## src/rtl/morph_frame_ctrl.sv

```systemverilog
`default_nettype none
// ============================================================================
// Module   : morph_frame_ctrl
// Purpose  : Frame sequencer for the streaming binary erosion core: counts,
//            flushes line-buffer latency, bypasses and reports frame status.
//            Optional MORPH_BORDER_ZERO_EN zeroes the output image border.
// Revision : 1.0
// ============================================================================
module morph_frame_ctrl #(
    parameter int WIDTH     = 640,
    parameter int HEIGHT    = 480,
    parameter int FLUSH_MAX = 2*WIDTH+2
) (
    input  logic clock,
    input  logic reset_n,
    input  logic start,
    input  logic cfg_bypass,
    input  logic src_write,
    input  logic src_pixel,
    output logic ero_write,
    output logic ero_pixel,
    input  logic ero_read,
    input  logic ero_out,
    output logic dst_write,
    output logic dst_pixel,
    output logic busy,
    output logic frame_done,
    output logic err_drop,
    output logic err_timeout
);

    localparam int c_COL_W = $clog2(WIDTH);
    localparam int c_ROW_W = $clog2(HEIGHT);
    localparam int c_CNT_W = $clog2(WIDTH*HEIGHT+1);
    localparam int c_DRN_W = $clog2(FLUSH_MAX+1);

    localparam logic [c_COL_W-1:0] c_COL_LAST  = c_COL_W'(WIDTH-1);
    localparam logic [c_ROW_W-1:0] c_ROW_LAST  = c_ROW_W'(HEIGHT-1);
    localparam logic [c_CNT_W-1:0] c_TOTAL     = c_CNT_W'(WIDTH*HEIGHT);
    localparam logic [c_DRN_W-1:0] c_FLUSH_MAX = c_DRN_W'(FLUSH_MAX);

    typedef enum logic [1:0] {
        ST_IDLE  = 2'd0,
        ST_RUN   = 2'd1,
        ST_DRAIN = 2'd2,
        ST_DONE  = 2'd3
    } state_t;

    state_t             r_state;
    logic               r_bypass;
    logic [c_COL_W-1:0] r_in_col;
    logic [c_ROW_W-1:0] r_in_row;
    logic [c_CNT_W-1:0] r_out_cnt;
    logic [c_DRN_W-1:0] r_drain_cnt;
    logic               r_dst_write;
    logic               r_dst_pixel;
    logic               r_err_drop;
    logic               r_err_timeout;

    logic               w_run;
    logic               w_drain;
    logic               w_out_src;
    logic               w_out_fire;
    logic               w_out_pix;
    logic               w_border;
    logic [c_CNT_W-1:0] w_out_cnt_next;
    logic [c_DRN_W-1:0] w_drain_next;

    assign w_run   = (r_state == ST_RUN);
    assign w_drain = (r_state == ST_DRAIN);

    // Output source: raw input stream in bypass, core results otherwise
    assign w_out_src      = r_bypass ? (w_run && src_write)
                                     : ((w_run || w_drain) && ero_read);
    assign w_out_fire     = w_out_src && (r_out_cnt != c_TOTAL);
    assign w_out_pix      = r_bypass ? src_pixel : ero_out;
    assign w_out_cnt_next = r_out_cnt + c_CNT_W'(w_out_fire);
    assign w_drain_next   = r_drain_cnt + c_DRN_W'(1);

`ifdef MORPH_BORDER_ZERO_EN
    logic [c_COL_W-1:0] r_out_col;
    logic [c_ROW_W-1:0] r_out_row;

    assign w_border = (r_out_col == '0) || (r_out_col == c_COL_LAST) ||
                      (r_out_row == '0) || (r_out_row == c_ROW_LAST);

    always_ff @(posedge clock) begin
        if (!reset_n) begin
            r_out_col <= '0;
            r_out_row <= '0;
        end else if (r_state == ST_IDLE && start) begin
            r_out_col <= '0;
            r_out_row <= '0;
        end else if (w_out_fire) begin
            if (r_out_col == c_COL_LAST) begin
                r_out_col <= '0;
                r_out_row <= (r_out_row == c_ROW_LAST) ? '0 : r_out_row + c_ROW_W'(1);
            end else begin
                r_out_col <= r_out_col + c_COL_W'(1);
            end
        end
    end
`else
    assign w_border = 1'b0;
`endif

    always_ff @(posedge clock) begin
        if (!reset_n) begin
            r_state       <= ST_IDLE;
            r_bypass      <= 1'b0;
            r_in_col      <= '0;
            r_in_row      <= '0;
            r_out_cnt     <= '0;
            r_drain_cnt   <= '0;
            r_dst_write   <= 1'b0;
            r_dst_pixel   <= 1'b0;
            r_err_drop    <= 1'b0;
            r_err_timeout <= 1'b0;
        end else begin
            r_dst_write <= w_out_fire;
            r_dst_pixel <= w_out_fire && w_out_pix && !w_border;
            r_out_cnt   <= w_out_cnt_next;
            if (src_write && !w_run)
                r_err_drop <= 1'b1;

            case (r_state)
                ST_IDLE: begin
                    if (start) begin
                        r_state       <= ST_RUN;
                        r_bypass      <= cfg_bypass;
                        r_in_col      <= '0;
                        r_in_row      <= '0;
                        r_out_cnt     <= '0;
                        r_drain_cnt   <= '0;
                        // A pixel coincident with start is still a drop
                        r_err_drop    <= src_write;
                        r_err_timeout <= 1'b0;
                    end
                end
                ST_RUN: begin
                    if (src_write) begin
                        if (r_in_col == c_COL_LAST) begin
                            r_in_col <= '0;
                            if (r_in_row == c_ROW_LAST) begin
                                r_in_row    <= '0;
                                r_drain_cnt <= '0;
                                r_state     <= ST_DRAIN;
                            end else begin
                                r_in_row <= r_in_row + c_ROW_W'(1);
                            end
                        end else begin
                            r_in_col <= r_in_col + c_COL_W'(1);
                        end
                    end
                end
                ST_DRAIN: begin
                    r_drain_cnt <= w_drain_next;
                    // Completion takes precedence over a coincident timeout
                    if (r_bypass || (w_out_cnt_next == c_TOTAL)) begin
                        r_state <= ST_DONE;
                    end else if (w_drain_next == c_FLUSH_MAX) begin
                        r_state       <= ST_DONE;
                        r_err_timeout <= 1'b1;
                    end
                end
                ST_DONE: begin
                    r_state <= ST_IDLE;
                end
                default: begin
                    r_state <= ST_IDLE;
                end
            endcase
        end
    end

    // Drain feeds zeros to push the last lines out of the core's buffers
    assign ero_write   = !r_bypass && ((w_run && src_write) ||
                                       (w_drain && (r_out_cnt != c_TOTAL)));
    assign ero_pixel   = !r_bypass && w_run && src_pixel;
    assign dst_write   = r_dst_write;
    assign dst_pixel   = r_dst_pixel;
    assign busy        = w_run || w_drain;
    assign frame_done  = (r_state == ST_DONE);
    assign err_drop    = r_err_drop;
    assign err_timeout = r_err_timeout;

endmodule
`default_nettype wire

```

## config.mk

```make
export PLATFORM = sky130hd
export DESIGN_NAME = morph_frame_ctrl
export DESIGN_NICKNAME = d
export VERILOG_FILES = /design/src/rtl/morph_frame_ctrl.sv
export SDC_FILE = /design/constraint.sdc
export NUM_CORES = 1
export LEC_CHECK = 0
export CAP_MARGIN = 20
export CORE_MARGIN = 1.5
export CORE_UTILIZATION = 55
export DETAILED_ROUTE_END_ITERATION = 16
export GPL_TIMING_DRIVEN = 0
export HOLD_SLACK_MARGIN = 0.1
export PLACE_DENSITY = 0.74
export SKIP_CTS_REPAIR_TIMING = 1
export SYNTH_ARGS = -nofsm -noshare
export SYNTH_HDL_FRONTEND = slang
export SYNTH_SLANG_ARGS = --single-unit
export TNS_END_PERCENT = 30
```

## constraint.sdc

```tcl
create_clock -name clock -period 3.55 [get_ports clock]
set_input_delay 0.8875 -clock clock [delete_from_list [all_inputs] [get_ports clock]]
set_output_delay 0.8875 -clock clock [all_outputs]
set_load 0.005 [all_outputs]
```

==> results of run 1 <==
==> per-layer routing <==
metal  vias to the layer above  track usage [%]  share of wire [%]
met5                         -                0                  0
met4                         0             10.7                2.8
met3                        21             4.83                4.4
met2                        82             40.8                 48
met1                      1341             30.4                 45
li1                       1455                -                  -
==> state kept, by name (all words and copies together), names as in the netlist <==
register     cells
r_state          2
err_drop         1
r_in_col        10
err_timeout      1
dst_pixel        1
r_drain_cnt     11
r_out_cnt       19
r_bypass         1
dst_write        1
r_in_row         9
==> cells in the final DEF (no fill, tap or decap), types with 3 or more instances in the layout <==
cell                              synthesis  layout
sky130_fd_sc_hd__dfxtp_1                 56      56
sky130_fd_sc_hd__nor2_1                  38      37
sky130_fd_sc_hd__nand2_1                 31      29
sky130_fd_sc_hd__nand3_1                 22      21
sky130_fd_sc_hd__nor3_1                  18      17
sky130_fd_sc_hd__o21ai_0                 18      17
sky130_fd_sc_hd__and3_1                  15      15
sky130_fd_sc_hd__a21oi_1                 15      15
sky130_fd_sc_hd__nor2b_1                 15      15
sky130_fd_sc_hd__xnor2_1                 13      13
sky130_fd_sc_hd__clkdlybuf4s50_1          0      13
sky130_fd_sc_hd__inv_1                   12      12
sky130_fd_sc_hd__clkbuf_1                12      11
sky130_fd_sc_hd__nand4_1                  9       9
sky130_fd_sc_hd__a21o_1                   9       9
sky130_fd_sc_hd__xor2_1                   9       9
sky130_fd_sc_hd__ha_1                    10       8
sky130_fd_sc_hd__a21boi_0                 7       7
sky130_fd_sc_hd__and2_1                   7       6
sky130_fd_sc_hd__or3_1                    6       6
sky130_fd_sc_hd__nand2b_1                 5       5
sky130_fd_sc_hd__clkbuf_8                 0       5
sky130_fd_sc_hd__nor4_1                   5       4
sky130_fd_sc_hd__or4_1                    5       4
sky130_fd_sc_hd__a22oi_1                  3       3
sky130_fd_sc_hd__nand4b_1                 3       3
sky130_fd_sc_hd__mux2i_1                  3       3
sky130_fd_sc_hd__a31oi_1                  3       3
sky130_fd_sc_hd__nor3b_1                  3       3
sky130_fd_sc_hd__nand3b_1                 3       3
sky130_fd_sc_hd__o22ai_1                  3       3
sky130_fd_sc_hd__o21a_1                   3       3
==> where the power goes <==
group / total (W) / switching [W] / internal [W]
logic: 0.000742 / 0.000455 / 0.000287
registers: 0.000686 / 0.0000246 / 0.000661
clock network: 0.000482 / 0.000205 / 0.000278
total: 0.00191 / 0.000684 / 0.00123
==> critical path: cells and delay by family (launching register included) <==
family,cells,cell delay [ns]
mux,1,0.12
fa+ha+maj,2,0.34
compound gates,5,1.21
flops,1,0.49
simple gates,5,1.04
==> cells by family after synthesis <==
logic type,count (synthesis)
flip-flops,56
adder cells (fa/ha/maj),10
buffers and inverters,27
multiplexers,5
AND/OR/NAND/NOR,191
AO/OA/AOI/OAI,83
XOR/XNOR,22
==> how the worst min path moves through the flow <==
| stage | endpoint | cells after the start |
|---|---|---|
| global placement | r_in_row[1] | 2 |
| finish | r_state[1] | 2 |
| floorplan | r_in_row[1] | 2 |
| detailed placement | r_in_col[9] | 2 |
| CTS | r_state[1] | 2 |
| global route | r_state[1] | 2 |
==> final cells by class <==
class	instances	area [µm²]	share of cell area, %
multi-input combinational	311	2000	55.3
buffer	14	61.3	1.70
clock buffer	5	68.8	1.90
clock inverter	2	60.1	1.66
tap	72	90.1	2.49
sequential	56	1120	31.0
timing repair buffer	17	170	4.71
inverter	12	45.0	1.25
==> metrics by stage <==
stage / util [%] / setup slack, ns / hold slack (ns) / total power, W / instance area [µm²]
2_1_floorplan: - / 0.285 / 0.458 / 0.00119 / 3160
3_3_place_gp: 61.4 / -0.540 / 0.476 / 0.00140 / 3400
3_5_place_dp: 61.4 / -0.577 / 0.484 / 0.00141 / 3400
4_1_cts: 63.7 / -0.242 / 0.507 / 0.00190 / 3530
5_1_grt: 65.2 / 0.00528 / 0.544 / 0.00203 / 3610
6_report: 65.2 / 0.262 / 0.505 / 0.00191 / 3610
==> metrics.txt, run 1 <==
# TYPE chip_impl_metric gauge
chip_impl_metric{name="design.core.area",unit="µm²"} 5540
chip_impl_metric{name="clock_sinks",unit=""} 56
chip_impl_info{name="synth_top_family_by_area",value="simple AND/OR/NAND/NOR gates"} 1
chip_impl_metric{name="clk_path_buf_depth",unit=""} 2
chip_impl_metric{name="ff2ff_setup_slack",unit="ns"} 0.26
chip_impl_metric{name="leakage",unit="nW"} 1.25
chip_impl_metric{name="grt_start_max_net_pins",unit=""} 17
chip_impl_metric{name="first_global_vias",unit=""} 2714
chip_impl_info{name="rsz0062_at_grt",value="false"} 1
chip_impl_metric{name="asyncSetResetFlopFracSynth",unit="%"} 0
chip_impl_info{name="cpMaxStageDelayCell",value="sky130_fd_sc_hd__dfxtp_1"} 1
chip_impl_metric{name="report.final.slew_viol_count",unit=""} 0
chip_impl_info{name="timing.critical_path.from",value="r_out_cnt[12]"} 1
chip_impl_metric{name="insertedDiodeCount",unit=""} 0
chip_impl_metric{name="grt_pass1_wl",unit="mm"} 12.2
chip_impl_metric{name="layout-area-overhead-vs-synth",unit="%"} 14.4
chip_impl_info{name="synth_top_cells_by_count",value="56 x sky130_fd_sc_hd__dfxtp_1, 38 x sky130_fd_sc_hd__nor2_1, 31 x sky130_fd_sc_hd__nand2_1"} 1
chip_impl_info{name="critPathLaunchType",value="flip-flop"} 1
chip_impl_metric{name="maximum_ir_drop_on_the_vdd_rail",unit="V"} 0.000382
chip_impl_metric{name="dp_hpwl",unit="mm"} 5.24
chip_impl_info{name="tritoncts",value="done"} 1
chip_impl_metric{name="synth_compound_gate_area_share",unit="%"} 17.6
chip_impl_metric{name="mappedNetlistArea",unit="µm²"} 3160
chip_impl_metric{name="avgSynthCellArea",unit="µm²"} 8.02
chip_impl_metric{name="post_synth_inst_count",unit=""} 394
chip_impl_info{name="status",value="finished, final reports clean"} 1
chip_impl_metric{name="netlist.area_leader.share",unit="%"} 35.5
chip_impl_metric{name="synth_xor_area_share",unit="%"} 6.10
chip_impl_metric{name="post_synth_mux_area_share",unit="%"} 1.66
chip_impl_info{name="crit_path_end_kind",value="flip-flop"} 1
chip_impl_info{name="yosys.area.top_type",value="sky130_fd_sc_hd__dfxtp_1"} 1
chip_impl_info{name="netlist_top_cells_area",value="sky130_fd_sc_hd__dfxtp_1 35%, sky130_fd_sc_hd__nor2_1 4.5%, sky130_fd_sc_hd__ha_1 4.0%"} 1
chip_impl_metric{name="nets",unit=""} 435
chip_impl_metric{name="gp_congestion",unit=""} 0.920
chip_impl_info{name="critical_path.reg2reg.startpoint",value="r_out_cnt[12]"} 1
chip_impl_metric{name="postSynthRegisterBits",unit=""} 56
chip_impl_metric{name="io_pins",unit=""} 16
chip_impl_info{name="ys.flop_type",value="sky130_fd_sc_hd__dfxtp_1"} 1
chip_impl_metric{name="floorplan.die_area",unit="µm²"} 6210
chip_impl_metric{name="synth_enable_flop_cells",unit=""} 0
chip_impl_metric{name="synth.lib_cells_used.distinct",unit=""} 56
chip_impl_metric{name="power_density",unit="nW/µm²"} 528
chip_impl_info{name="worstSetupEndpoint",value="r_state[1]"} 1
chip_impl_metric{name="post_synth_and_or_nand_nor_area_fraction",unit="%"} 31.7
chip_impl_metric{name="die_width",unit="µm"} 78.8
chip_impl_info{name="buffer_type_at_the_clock_tree_root",value="sky130_fd_sc_hd__clkbuf_8"} 1
chip_impl_metric{name="max_freq",unit="MHz"} 304
chip_impl_metric{name="cts.reportedPaths.clkPinSlew",unit="ns"} 0.10
chip_impl_metric{name="fp-row-count",unit=""} 27
chip_impl_info{name="synth_most_common_cell",value="sky130_fd_sc_hd__dfxtp_1"} 1
chip_impl_info{name="worst-setup-path-type",value="reg2reg"} 1
chip_impl_metric{name="detail_route.first_pass.iterations",unit=""} 4
chip_impl_metric{name="drive_above_1_share",unit="%"} 6.24
chip_impl_metric{name="dieHeight",unit="µm"} 78.8
chip_impl_metric{name="final_cells",unit=""} 489
chip_impl_metric{name="post_synth_adder_cell_area",unit="%"} 3.96
chip_impl_metric{name="timing_hold_violations_final",unit=""} 0
chip_impl_metric{name="final-setup-viol-count",unit=""} 0
chip_impl_metric{name="critical-path-max-stage-delay",unit="ns"} 0.49
chip_impl_metric{name="timing.max_cap.violations",unit=""} 0
chip_impl_metric{name="r2r_cells",unit=""} 13
chip_impl_metric{name="filler_cell_count",unit=""} 497
chip_impl_metric{name="timing.critical_path.fanout_max",unit=""} 7
chip_impl_metric{name="initial_utilization",unit="%"} 57.0
chip_impl_info{name="timing.hold.worst.start",value="r_state[1]"} 1
chip_impl_metric{name="wl_per_cell",unit="µm"} 14.9
chip_impl_metric{name="max_transition_margin",unit="%"} 54.8
chip_impl_metric{name="min_period",unit="ns"} 3.29
chip_impl_metric{name="dr_total_vias",unit=""} 2899
chip_impl_metric{name="synth-warning-count",unit=""} 0
chip_impl_metric{name="number_of_clock_buffers_inserted_by_tritoncts",unit=""} 5
chip_impl_metric{name="synthesized_nets",unit=""} 412
chip_impl_metric{name="numPlacedInstances",unit=""} 481
chip_impl_metric{name="timing.critical_path.required",unit="ns"} 3.76
chip_impl_metric{name="number_of_buffers_inserted_by_port_buffering",unit=""} 15
chip_impl_metric{name="worst-endpoint-arrival",unit="ns"} 3.50
chip_impl_metric{name="drc_violation_count_after_routing",unit=""} 0
chip_impl_info{name="worstHoldPathType",value="reg2reg"} 1
chip_impl_metric{name="max_slew.worst_pin.slew",unit="ns"} 0.675
chip_impl_metric{name="insertion_delay",unit="ns"} 0.31
chip_impl_metric{name="fin_crit_sh",unit="%"} 92.6
chip_impl_info{name="critical_path.reg2reg.endpoint",value="r_state[1]"} 1
chip_impl_metric{name="violation_count_after_the_first_detailed_route_iteration",unit=""} 129
chip_impl_info{name="crit_chain",value="nand2_1 -> nor4_1 -> nand4_1 -> and2_4 -> ha_4 -> ha_4 -> and2_1 -> a21o_1 -> a211oi_1 -> o22ai_1 -> a2111o_1 -> a21o_1 -> mux2i_1"} 1
chip_impl_metric{name="worst_clock_skew",unit="ns"} 0.0117
chip_impl_metric{name="vias_per_cell",unit=""} 5.93
chip_impl_metric{name="routed_wl",unit="mm"} 7.26
chip_impl_metric{name="grt_overflow_total",unit=""} 0
chip_impl_metric{name="globalRouteTotalUtil",unit="%"} 24.4
chip_impl_metric{name="setup-tns-final",unit="ns"} 0
chip_impl_metric{name="antenna_found_initial",unit=""} 0
chip_impl_metric{name="synth.yosys.seq_area_share",unit="%"} 35.5
chip_impl_metric{name="final_antenna_violating_net_count",unit=""} 0
chip_impl_metric{name="htree_num_levels",unit=""} 2
Power figures use the tool's default switching activity.
==> run 2, diff against run 1 <==
CORE_ASPECT_RATIO = 1.25   (was not set)
==> run 2 against run 1 <==
- global-route usage decreased by 1.7 points
- core utilization down 0.47 points
- non-clock buffer count unchanged
- register-to-register slack lost 0.05 ns
- die area hardly changed
- combinational power shrank 0.7%
- cell area down 1.8%
- clock skew decreased by 0.0022 ns
- sequential cell count unchanged
- via count is the same
- critical path depth is the same
- critical path type is now in2reg
==> metrics.txt, run 2 (synthesis results as in run 1) <==
# TYPE chip_impl_metric gauge
chip_impl_info{name="worstHoldPathType",value="reg2reg"} 1
chip_impl_info{name="worst-setup-path-type",value="in2reg"} 1
chip_impl_metric{name="worst-endpoint-arrival",unit="ns"} 3.69
chip_impl_metric{name="globalRouteTotalUtil",unit="%"} 22.7
chip_impl_metric{name="timing.max_cap.violations",unit=""} 0
chip_impl_info{name="tritoncts",value="done"} 1
chip_impl_metric{name="nets",unit=""} 435
chip_impl_info{name="mostFrequentLayoutCell",value="sky130_fd_sc_hd__dfxtp_1"} 1
chip_impl_metric{name="gp_congestion",unit=""} 0.878
chip_impl_metric{name="fp-row-count",unit=""} 30
chip_impl_metric{name="leakage",unit="nW"} 1.21
chip_impl_info{name="crit_path_end_kind",value="flip-flop"} 1
chip_impl_info{name="registers_with_the_most_flip_flops",value="r_out_cnt: 19 flops, r_drain_cnt: 11 flops, r_in_col: 10 flops"} 1
chip_impl_metric{name="timing.critical_path.fanout_max",unit=""} 6
chip_impl_metric{name="max_reg_flops",unit=""} 19
chip_impl_metric{name="layout-area-overhead-vs-synth",unit="%"} 12.3
chip_impl_info{name="status",value="finished, final reports clean"} 1
chip_impl_metric{name="met2_resource_use_gr",unit="%"} 40.6
chip_impl_metric{name="drive_above_1_share",unit="%"} 5.98
chip_impl_metric{name="design.core.area",unit="µm²"} 5480
chip_impl_metric{name="drc_violation_count_after_routing",unit=""} 0
chip_impl_metric{name="max_freq",unit="MHz"} 286
chip_impl_metric{name="dp_hpwl",unit="mm"} 5.15
chip_impl_metric{name="max_transition_margin",unit="%"} 53.0
chip_impl_metric{name="io_pins",unit=""} 16
chip_impl_metric{name="grt.met1_usage",unit="%"} 28.4
chip_impl_metric{name="min_period",unit="ns"} 3.50
chip_impl_metric{name="dieHeight",unit="µm"} 87.8
chip_impl_metric{name="cts.reportedPaths.clkPinSlew",unit="ns"} 0.09
chip_impl_metric{name="number_of_buffers_inserted_by_port_buffering",unit=""} 15
chip_impl_metric{name="timing_hold_violations_final",unit=""} 0
chip_impl_metric{name="die_width",unit="µm"} 70.8
chip_impl_metric{name="worst_clock_skew",unit="ns"} 0.00951
chip_impl_metric{name="wl_per_cell",unit="µm"} 14.5
chip_impl_metric{name="final-setup-viol-count",unit=""} 0
chip_impl_metric{name="dr_total_vias",unit=""} 2899
chip_impl_metric{name="grt_overflow_total",unit=""} 0
chip_impl_metric{name="htree_num_levels",unit=""} 2
chip_impl_metric{name="number_of_clock_buffers_inserted_by_tritoncts",unit=""} 5
chip_impl_metric{name="violation_count_after_the_first_detailed_route_iteration",unit=""} 242
chip_impl_info{name="final_cell_mix",value="56 x sky130_fd_sc_hd__dfxtp_1, 37 x sky130_fd_sc_hd__nor2_1, 30 x sky130_fd_sc_hd__nand2_1, 21 x sky130_fd_sc_hd__nand3_1"} 1
chip_impl_info{name="timing.critical_path.from",value="ero_read"} 1
chip_impl_metric{name="fin_crit_sh",unit="%"} 98.5
chip_impl_info{name="critPathLaunchType",value="primary input"} 1
chip_impl_metric{name="grt_pass1_wl",unit="mm"} 11.5
chip_impl_metric{name="groute.layer.met3.usage",unit="%"} 3.11
chip_impl_metric{name="final_antenna_violating_net_count",unit=""} 0
chip_impl_info{name="critical_path.reg2reg.endpoint",value="r_state[1]"} 1
chip_impl_metric{name="final_core_area_utilization",unit="%"} 64.8
chip_impl_metric{name="ff2ff_setup_slack",unit="ns"} 0.21
chip_impl_metric{name="timing.critical_path.required",unit="ns"} 3.75
chip_impl_info{name="global_route.peak_usage_layer",value="met2"} 1
chip_impl_metric{name="first_global_vias",unit=""} 2559
chip_impl_metric{name="power_density",unit="nW/µm²"} 501
chip_impl_metric{name="insertedDiodeCount",unit=""} 0
chip_impl_metric{name="power.total",unit="W"} 0.00178
chip_impl_metric{name="detailed_place.area",unit="µm²"} 3390
chip_impl_metric{name="floorplan.die_area",unit="µm²"} 6210
chip_impl_metric{name="postLayoutCellArea",unit="µm²"} 3550
chip_impl_metric{name="clock_sinks",unit=""} 56
chip_impl_metric{name="grt_start_max_net_pins",unit=""} 17
chip_impl_metric{name="insertion_delay",unit="ns"} 0.31
chip_impl_info{name="worstSetupEndpoint",value="r_state[1]"} 1
chip_impl_metric{name="maximum_ir_drop_on_the_vdd_rail",unit="V"} 0.000334
chip_impl_metric{name="max_slew.worst_pin.slew",unit="ns"} 0.687
chip_impl_info{name="critical_path.reg2reg.startpoint",value="r_state[1]"} 1
chip_impl_metric{name="setup-tns-final",unit="ns"} 0
chip_impl_metric{name="report.final.slew_viol_count",unit=""} 0
chip_impl_info{name="most_flops_register",value="r_out_cnt"} 1
chip_impl_metric{name="detail_route.first_pass.iterations",unit=""} 4
chip_impl_metric{name="antenna_found_initial",unit=""} 0
chip_impl_info{name="rsz0062_at_grt",value="true"} 1
chip_impl_info{name="buffer_type_at_the_clock_tree_root",value="sky130_fd_sc_hd__clkbuf_8"} 1
chip_impl_metric{name="r2r_cells",unit=""} 15
chip_impl_metric{name="initial_utilization",unit="%"} 57.7
chip_impl_metric{name="routed_wl",unit="mm"} 7.00
chip_impl_metric{name="vias_per_cell",unit=""} 6.01
chip_impl_metric{name="clk_path_buf_depth",unit=""} 2
## run 2: routing by layer
layer  vias to the layer above  part of all wire (%)  routed length, µm
met5                         -                     0                  0
li1                       1468                     -                  -
met4                         0                   1.5                103
met1                      1377                    45               3160
met3                         9                   2.7                192
met2                        45                    51               3540
## run 2: report_power, final
group,internal [W],switching [W],leakage [nW]
clock,0.000156,0.000198,0.0510
sequential,0.000661,0.0000263,0.452
combinational,0.000285,0.000452,0.709
total,0.00110,0.000676,1.21
## run 2: how the worst min path moves through the flow
stage	from	end	slack [ns]	cells after the start
detailed placement	r_in_row[1]	r_in_row[1]	0.49	2
global placement	r_in_col[9]	r_in_col[9]	0.47	2
finish	r_in_row[1]	r_in_row[1]	0.50	2
global route	r_in_row[1]	r_in_row[1]	0.52	2
floorplan	r_in_row[1]	r_in_row[1]	0.46	2
CTS	r_in_row[1]	r_in_row[1]	0.50	2
## run 2: layout make-up
class / instances / area [µm²]
timing repair buffer: 16 / 160
multi-input combinational: 311 / 1990
clock inverter: 2 / 10.0
sequential: 56 / 1120
fill: 481 / 1930
inverter: 12 / 45.0
buffer: 15 / 65.1
clock buffer: 6 / 82.6
tap: 64 / 80.1
## run 2: stage by stage
stage	cells	hold WS [ns]	setup slack (ns)
floorplan	394	0.458	0.285
global placement	473	0.474	-0.595
detailed placement	473	0.489	-0.616
CTS	481	0.503	-0.292
global route	482	0.519	-0.0466
finish	482	0.499	0.0549
## run 2: critical path, cell delays in order
cell	delay, ns
sky130_fd_sc_hd__clkdlybuf4s50_1	0.46
sky130_fd_sc_hd__nand2_1	0.08
sky130_fd_sc_hd__o21ai_2	0.15
sky130_fd_sc_hd__and2_4	0.17
sky130_fd_sc_hd__ha_4	0.15
sky130_fd_sc_hd__ha_4	0.15
sky130_fd_sc_hd__nand2_2	0.10
sky130_fd_sc_hd__or4_4	0.58
sky130_fd_sc_hd__mux2i_1	0.20
sky130_fd_sc_hd__o22ai_1	0.11
sky130_fd_sc_hd__a2111o_1	0.34
sky130_fd_sc_hd__a21o_1	0.20
sky130_fd_sc_hd__mux2i_1	0.12
